--- src/rtl/quad_pkg.sv ---
// Shared phase encoding and transition classification for the quadrature decoder.
// Phases are {A,B}; forward order is 00 -> 10 -> 11 -> 01 -> 00 (A leads B).
package quad_pkg;

  localparam logic [1:0] PH_00 = 2'b00;
  localparam logic [1:0] PH_10 = 2'b10;
  localparam logic [1:0] PH_11 = 2'b11;
  localparam logic [1:0] PH_01 = 2'b01;

  function automatic logic is_fwd(input logic [1:0] prev, input logic [1:0] cur);
    return ((prev == PH_00) && (cur == PH_10)) ||
           ((prev == PH_10) && (cur == PH_11)) ||
           ((prev == PH_11) && (cur == PH_01)) ||
           ((prev == PH_01) && (cur == PH_00));
  endfunction

  function automatic logic is_back(input logic [1:0] prev, input logic [1:0] cur);
    return ((prev == PH_00) && (cur == PH_01)) ||
           ((prev == PH_01) && (cur == PH_11)) ||
           ((prev == PH_11) && (cur == PH_10)) ||
           ((prev == PH_10) && (cur == PH_00));
  endfunction

  // Both channels moving in one cycle cannot be attributed to a direction.
  function automatic logic is_illegal(input logic [1:0] prev, input logic [1:0] cur);
    return (prev ^ cur) == 2'b11;
  endfunction

endpackage

--- src/rtl/quad_chan_filter.sv ---
// One quadrature channel: plain flop synchroniser followed by a run-length glitch filter.
// The filtered level only follows the synced level after FILT_LEN consecutive differing cycles.
module quad_chan_filter #(
  parameter int SYNC_STAGES = 2,
  parameter int FILT_LEN    = 4
) (
  input  logic clk,
  input  logic rst,
  input  logic raw,
  output logic filt
);

  localparam int CW = $clog2(FILT_LEN + 1);

  logic [SYNC_STAGES-1:0] sync_q;
  logic [CW-1:0]          run_cnt;
  logic                   synced;

  assign synced = sync_q[SYNC_STAGES-1];

  always_ff @(posedge clk or posedge rst) begin
    if (rst) begin
      sync_q <= '0;
    end else begin
      sync_q <= {sync_q[SYNC_STAGES-2:0], raw};
    end
  end

  // Counter hitting FILT_LEN and the level flip happen on the same edge.
  always_ff @(posedge clk or posedge rst) begin
    if (rst) begin
      run_cnt <= '0;
      filt    <= 1'b0;
    end else if (synced != filt) begin
      if (run_cnt == CW'(FILT_LEN - 1)) begin
        filt    <= synced;
        run_cnt <= '0;
      end else begin
        run_cnt <= run_cnt + CW'(1);
      end
    end else begin
      run_cnt <= '0;
    end
  end

endmodule

--- src/rtl/quad_pos_ctrl.sv ---
// Quadrature position controller: filtered A/B phase tracking, wrap-around position
// counter, direction flag and sticky illegal-transition error.
import quad_pkg::*;

module quad_pos_ctrl #(
  parameter int CNT_W       = 16,
  parameter int SYNC_STAGES = 2,
  parameter int FILT_LEN    = 4
) (
  input  logic             i_Clk,
  input  logic             i_Rst,
  input  logic             i_A,
  input  logic             i_B,
  input  logic             i_En,
  input  logic             i_Clr,
  input  logic             i_Load,
  input  logic [CNT_W-1:0] i_LoadVal,
  input  logic             i_ErrClr,
  output logic [CNT_W-1:0] o_Pos,
  output logic             o_Forw,
  output logic             o_Back,
  output logic             o_UD,
  output logic             o_Wrap,
  output logic             o_Err
);

  localparam logic [CNT_W-1:0] POS_MAX = '1;

  logic       a_filt;
  logic       b_filt;
  logic [1:0] phase_q;
  logic [1:0] phase_cur;
  logic       step_fwd;
  logic       step_back;
  logic       step_ill;
  logic       ctrl_hit;

  quad_chan_filter #(.SYNC_STAGES(SYNC_STAGES), .FILT_LEN(FILT_LEN)) u_filt_a (
    .clk (i_Clk),
    .rst (i_Rst),
    .raw (i_A),
    .filt(a_filt)
  );

  quad_chan_filter #(.SYNC_STAGES(SYNC_STAGES), .FILT_LEN(FILT_LEN)) u_filt_b (
    .clk (i_Clk),
    .rst (i_Rst),
    .raw (i_B),
    .filt(b_filt)
  );

  assign phase_cur = {a_filt, b_filt};
  assign step_fwd  = i_En & is_fwd(phase_q, phase_cur);
  assign step_back = i_En & is_back(phase_q, phase_cur);
  assign step_ill  = i_En & is_illegal(phase_q, phase_cur);
  assign ctrl_hit  = i_Clr | i_Load;

  // Phase keeps tracking even when disabled so re-enable never sees a stale step.
  always_ff @(posedge i_Clk or posedge i_Rst) begin
    if (i_Rst) begin
      phase_q <= PH_00;
      o_UD    <= 1'b0;
      o_Err   <= 1'b0;
    end else begin
      phase_q <= phase_cur;
      if (step_fwd) begin
        o_UD <= 1'b1;
      end else if (step_back) begin
        o_UD <= 1'b0;
      end
      if (step_ill) begin
        o_Err <= 1'b1;
      end else if (i_ErrClr) begin
        o_Err <= 1'b0;
      end
    end
  end

  // Clear and preload override a coincident step, which then produces no pulse.
  always_ff @(posedge i_Clk or posedge i_Rst) begin
    if (i_Rst) begin
      o_Pos  <= '0;
      o_Forw <= 1'b0;
      o_Back <= 1'b0;
      o_Wrap <= 1'b0;
    end else begin
      o_Forw <= step_fwd & ~ctrl_hit;
      o_Back <= step_back & ~ctrl_hit;
      o_Wrap <= ~ctrl_hit & ((step_fwd & (o_Pos == POS_MAX)) |
                             (step_back & (o_Pos == '0)));
      if (i_Clr) begin
        o_Pos <= '0;
      end else if (i_Load) begin
        o_Pos <= i_LoadVal;
      end else if (step_fwd) begin
        o_Pos <= o_Pos + CNT_W'(1);
      end else if (step_back) begin
        o_Pos <= o_Pos - CNT_W'(1);
      end
    end
  end

endmodule

--- config.mk ---
export PLATFORM = sky130hd
export DESIGN_NAME = quad_pos_ctrl
export DESIGN_NICKNAME = d
export VERILOG_FILES = /design/src/rtl/quad_pkg.sv /design/src/rtl/quad_chan_filter.sv /design/src/rtl/quad_pos_ctrl.sv
export SDC_FILE = /design/constraint.sdc
export NUM_CORES = 1
export LEC_CHECK = 0
export CAP_MARGIN = 20
export CORE_ASPECT_RATIO = 0.8
export CORE_MARGIN = 2
export CORE_UTILIZATION = 52
export CTS_CLUSTER_DIAMETER = 120
export CTS_CLUSTER_SIZE = 28
export DETAILED_ROUTE_END_ITERATION = 6
export PLACE_DENSITY = 0.8
export RECOVER_POWER = 100
export SYNTH_ARGS = -nofsm -noshare
export SYNTH_HDL_FRONTEND = slang
export SYNTH_SLANG_ARGS = --single-unit
--- constraint.sdc ---
create_clock -name i_Clk -period 4.28 [get_ports i_Clk]
set_input_delay 0.856 -clock i_Clk [delete_from_list [all_inputs] [get_ports i_Clk]]
set_output_delay 0.856 -clock i_Clk [all_outputs]
set_load 0.1 [all_outputs]
==> results of run 1 <==
path summary, 6_finish.rpt:
path / start / to
max in group asynchronous: i_Rst / o_Pos[12]$_DFFE_PP0P_
min reg2reg: u_filt_b.sync_q[0]$_DFF_PP0_ / u_filt_b.sync_q[1]$_DFF_PP0_
max: i_En / o_Pos[14]$_DFFE_PP0P_
max reg2reg: u_filt_a.filt$_DFFE_PP0P_ / o_Pos[14]$_DFFE_PP0P_
min: u_filt_b.sync_q[0]$_DFF_PP0_ / u_filt_b.sync_q[1]$_DFF_PP0_
min in group asynchronous: i_Rst / u_filt_a.sync_q[0]$_DFF_PP0_
sequential cells by signal (all words and copies together), names as in the netlist:
signal and count:
u_filt_a.run_cnt 3, o_Wrap 1, o_Back 1, o_UD 1
phase_q 2, u_filt_a.filt 1, o_Err 1, u_filt_a.sync_q 2
u_filt_b.run_cnt 3, u_filt_b.sync_q 2, o_Pos 16, u_filt_b.filt 1
o_Forw 1
cell families after synthesis:
family	synth area share, %
flip-flops	38.3
AND/OR/NAND/NOR	17.8
AO/OA/AOI/OAI	19.3
buffers and inverters	4.05
multiplexers	2.79
XOR/XNOR	7.61
adder cells (fa/ha/maj)	10.2
per-layer routing:
| metal | track usage [%] | vias to the layer above | part of all wire, % |
|---|---|---|---|
| met5 | 0 | - | 0 |
| met4 | 3.73 | 0 | 0.25 |
| met3 | 5.30 | 2 | 8.1 |
| met2 | 35.6 | 87 | 45 |
| met1 | 34.3 | 974 | 47 |
| li1 | - | 984 | - |
cells in the mapped netlist (all sizes together), types with 3 or more instances:
cell	number
clkbuf	6
ha	17
mux2	3
a211oi	5
a21oi	22
a21o	5
a221oi	4
inv	13
xor2	5
dfrtp	35
nor4	5
buf	3
mux2i	3
nor2	18
nand2	19
nand4	7
nor3	9
o21ai	15
nand2b	3
o211ai	3
xnor2	14
nor2b	7
cell type report:
type / count / share of cell area, %
clock buffer: 6 / 2.87
clock inverter: 2 / 1.35
inverter: 13 / 1.70
multi-input combinational: 189 / 45.3
sequential: 35 / 30.5
tap: 57 / 2.48
timing repair buffer: 47 / 15.8
stage by stage:
stage               utilization, %  area [um2]  setup WS [ns]  hold WS [ns]  std cells
floorplan                        -        2290           1.01         0.331        246
global route                  68.4        2880          0.255         0.378        349
global placement              66.0        2780          0.488         0.332        341
detailed placement            66.0        2780          0.356         0.338        341
finish                        68.4        2880          0.443         0.351        349
CTS                           68.9        2900          0.637         0.356        349
==> results.json, run 1 <==
{
  "outcome": "finished with violations",
  "netlist-cell-type-count": 45,
  "grt_pass1_vias": 1915,
  "critPathMaxStageDelay_ns": 0.60,
  "finClkSkew_ns": 0.00520,
  "finalWirelength_mm": 5.57,
  "num_antenna_cells": 0,
  "clk_path_buf_depth": 2,
  "area_delta_synth_final_pct": 25.8,
  "coreArea_mm2": 0.00420,
  "cts_buffers": 5,
  "dieArea_mm2": 0.00495,
  "drcViolationCount": 0,
  "path_class": "primary input to register",
  "synth_edf_count": 0,
  "initial_core_util_pct": 54.4,
  "synth_ff_type": "dfrtp_1",
  "path_buf_inv": 4,
  "start_kind": "primary input",
  "cp_max_fo": 14,
  "reg2reg_depth": 12,
  "yosys_warnings": 0,
  "maxSlewHeadroom_pct": -27.6,
  "layout_commonest_cell": "dfrtp_1",
  "synth_nets": 288,
  "final_cell_mix": "35 x dfrtp_1, 26 x dlygate4sd3_1, 22 x a21oi_1, 19 x nand2_1",
  "multi_input_area_mm2": 0.00130,
  "finalSetupTns_ns": 0,
  "path_clk_slew_ns": 0.08,
  "seq_area_um2": 876,
  "worst_pin_slew_ns": 1.91,
  "finalCritPeriodShare_pct": 89.7,
  "die_width_um": 78.1,
  "finalHoldViolations": 0,
  "synth_area_leaders": "dfrtp_1 38%, ha_1 9.3%, xnor2_1 5.4%, a21oi_1 4.8%, nand2_1 3.1%",
  "cap_violations": 1,
  "cts_hold_buf": 0,
  "grt_max_degree": 36,
  "path_delay_family": "buffers and inverters",
  "grt_pass1_wl_mm": 9.09,
  "cts_resized": 0,
  "post_cts_buffers": 0,
  "arrival_ns": 4.02,
  "worstSkewPairLatency_ns": 0.28,
  "fmax_mhz": 261,
  "fin_crit_ns": 3.84,
  "worstHoldPathCells": 0,
  "violations": "max-capacitance violations, max-slew violations",
  "globalRouteOverflowTotal": 0,
  "grt_usage_pct": 23.2,
  "yosysTopAreaCell": "dfrtp_1",
  "place.gp.congestion": 0.944,
  "path_cells": "dlygate4sd3_1 > inv_1 > or3_1 > buf_4 > inv_1 > fa_1 > nor2b_1 > o2111ai_1 > nand3b_1 > a211oi_1 > nor3_1 > mux2_2 > a211oi_1",
  "rows": 21,
  "cts_root_buffer": "clkbuf_8",
  "antenna_found_initial": 0,
  "synth_area_mm2": 0.00229,
  "nFillCells": 344,
  "antenna_left": 0,
  "cts_sinks": 35,
  "avgSynthCellArea_um2": 9.29,
  "synth_cells": 246,
  "final-max-slew-violation-count": 36,
  "port_buffers": 44,
  "cts_tree": "done",
  "via_count": 2047,
  "finalSetupViolations": 0,
  "htree_levels": 2,
  "hpwl_mm": 3.94,
  "dr.first_iter.drc_count": 186,
  "ys_seq_area_share_pct": 38.3,
  "r2r_setup_slack_ns": 0.91,
  "avgViaCountPerCell": 5.87,
  "slowest_stage": "dlygate4sd3_1",
  "io-pin-count": 45,
  "wl_per_cell_um": 16.0,
  "cp.required_ns": 4.46,
  "die_h_um": 63.3,
  "async_flop_share_pct": 100,
  "path_depth": 13,
  "crit_path_end_kind": "register",
  "rsz0062_at_grt": "no",
  "ys_ff_latch": 35,
  "hold_class": "register to register",
  "yosysTopAreaCellShare_pct": 38.3,
  "dr.pass1.iters": 4,
  "drive_above_1_share_pct": 5.14,
  "fin_nets": 333
}
Power of run 1 is left out: the tool's default activity adds up to more than one toggle a clock period on the data nets, which glitch-free logic cannot reach.
==> run 2: changes to the inputs <==
- CORE_UTILIZATION: 52 -> 29
- DONT_BUFFER_PORTS: default -> 1
- PLACE_DENSITY: 0.8 -> default
- SETUP_SLACK_MARGIN: default -> 0.4
==> run 2 against run 1 <==
Register-to-register slack worse by 0.25 ns. First-iteration DRC count down 49%. Clock skew up 0.0046 ns. The flow now finishes without violations. Sequential cell count unchanged. Highest routed layer unchanged. Core utilization down 35 points. Die area up 74%. Clock-buffer cell count unchanged. Setup slack better by 0.22 ns.
==> results.json, run 2 (same netlist as run 1, synthesis figures left out) <==
{
  "cts_buffers": 5,
  "cts_resized": 0,
  "maxSlewHeadroom_pct": 2.19,
  "arrival_ns": 3.83,
  "die_h_um": 83.4,
  "rsz0062_at_grt": "no",
  "initial_core_util_pct": 30.3,
  "final_cell_mix": "35 x dfrtp_1, 22 x a21oi_1, 19 x nand2_1, 18 x nor2_1, 17 x ha_1",
  "fin_nets": 302,
  "holdWs_ns": 0.345,
  "finalSetupViolations": 0,
  "placed_area_mm2": 0.00249,
  "cts_sinks": 35,
  "crit_path_end_kind": "register",
  "worst_pin_slew_ns": 1.47,
  "largest_reg_flops": 16,
  "cts_root_buffer": "clkbuf_8",
  "coreArea_mm2": 0.00753,
  "finClkSkew_ns": 0.00982,
  "place.gp.congestion": 0.872,
  "dp_cells": 358,
  "fmax_mhz": 276,
  "antenna_found_initial": 0,
  "biggestRegsByFlops": "o_Pos (16), u_filt_a.run_cnt (3), u_filt_b.run_cnt (3)",
  "die_width_um": 103,
  "drcViolationCount": 0,
  "cts_hold_buf": 0,
  "cap_violations": 0,
  "start_kind": "register",
  "post_cts_buffers": 0,
  "path_class": "register to register",
  "fin_crit_ns": 3.62,
  "finalSetupTns_ns": 0,
  "grt_usage_pct": 14.5,
  "drive_above_1_share_pct": 5.00,
  "grt_pass1_vias": 1824,
  "htree_levels": 2,
  "avgViaCountPerCell": 5.10,
  "area_delta_synth_final_pct": 9.52,
  "dieArea_mm2": 0.00861,
  "finalWirelength_mm": 5.80,
  "layout_commonest_cell": "dfrtp_1",
  "cp_max_fo": 6,
  "finalCritPeriodShare_pct": 84.6,
  "clk_path_buf_depth": 2,
  "grt_pass1_wl_mm": 9.63,
  "grt_max_degree": 33,
  "dr.first_iter.drc_count": 94,
  "num_antenna_cells": 0,
  "rows": 28,
  "io-pin-count": 45,
  "layout.cells.non_filler": 365,
  "seq_area_um2": 876,
  "dr.pass1.iters": 4,
  "port_buffers": 0,
  "largest-register": "o_Pos",
  "final-max-slew-violation-count": 0,
  "path_clk_slew_ns": 0.07,
  "final_cell_area_mm2": 0.00250,
  "hold_class": "register to register",
  "antenna_left": 0,
  "nFillCells": 814,
  "worstSkewPairLatency_ns": 0.29,
  "wl_per_cell_um": 15.9,
  "globalRouteOverflowTotal": 0,
  "via_count": 1861,
  "hpwl_mm": 4.42,
  "multi_input_area_mm2": 0.00130,
  "finalHoldViolations": 0,
  "cp.required_ns": 4.49,
  "outcome": "finished clean",
  "cts_tree": "done"
}
-- run 2: cell types whose count changed in the layout (fill, tap and decap cells not counted), sizes merged --
cell	change
clkinv	+1
clkdlybuf4s50	-18
dlygate4sd3	-26
buf	-1
clkbuf	+14
bufinv	-1
inv	-1
-- run 2: final cells by class --
class | instances | share of cell area, %
clock buffers | 6 | 3.30
clock inverters | 1 | 0.200
inverters | 13 | 1.95
multi-input cells | 189 | 51.9
flip-flops and latches | 35 | 35.0
well taps | 105 | 5.25
repair buffers | 16 | 2.40
-- run 2: metrics by stage --
step	setup slack [ns]	utilization [%]
after global routing	0.397	33.2
after detailed placement	0.617	33.1
after global placement	0.622	33.1
after CTS	0.689	34.3
after floorplan	1.01	-
final	0.659	33.2
-- run 2: metal layers --
metal / up-vias / GRT usage [%] / wire length [um]
met4: 0 / 3.35 / 51
met3: 9 / 4.21 / 366
met1: 875 / 22.0 / 2960
met5: - / 0 / 0
li1: 926 / - / -
met2: 51 / 19.9 / 2420
-- run 2: worst paths after layout --
path | start | end | slack, ns | cells after the start
setup / recovery | o_Pos[1]$_DFFE_PP0P_ | o_Pos[14]$_DFFE_PP0P_ | 0.66 | 10
hold / removal | u_filt_b.sync_q[0]$_DFF_PP0_ | u_filt_b.sync_q[1]$_DFF_PP0_ | 0.35 | 0
setup reg to reg | o_Pos[1]$_DFFE_PP0P_ | o_Pos[14]$_DFFE_PP0P_ | 0.66 | 10
hold reg to reg | u_filt_b.sync_q[0]$_DFF_PP0_ | u_filt_b.sync_q[1]$_DFF_PP0_ | 0.35 | 0
max in group asynchronous | i_Rst | u_filt_b.sync_q[0]$_DFF_PP0_ | 2.22 | 2
min in group asynchronous | i_Rst | o_Pos[2]$_DFFE_PP0P_ | 0.39 | 1
-- run 2: critical path, stage by stage, from the launching register on --
cell and delay (ns):
dfrtp_1 0.32, clkbuf_1 1.02, inv_1 0.19, fa_1 0.48, nor2b_1 0.22, o2111ai_1 0.14, nand3b_1 0.18, a211oi_1 0.14
nor3_1 0.29, mux2_1 0.37, a211oi_2 0.21
Power of run 2 is left out for the same reason.
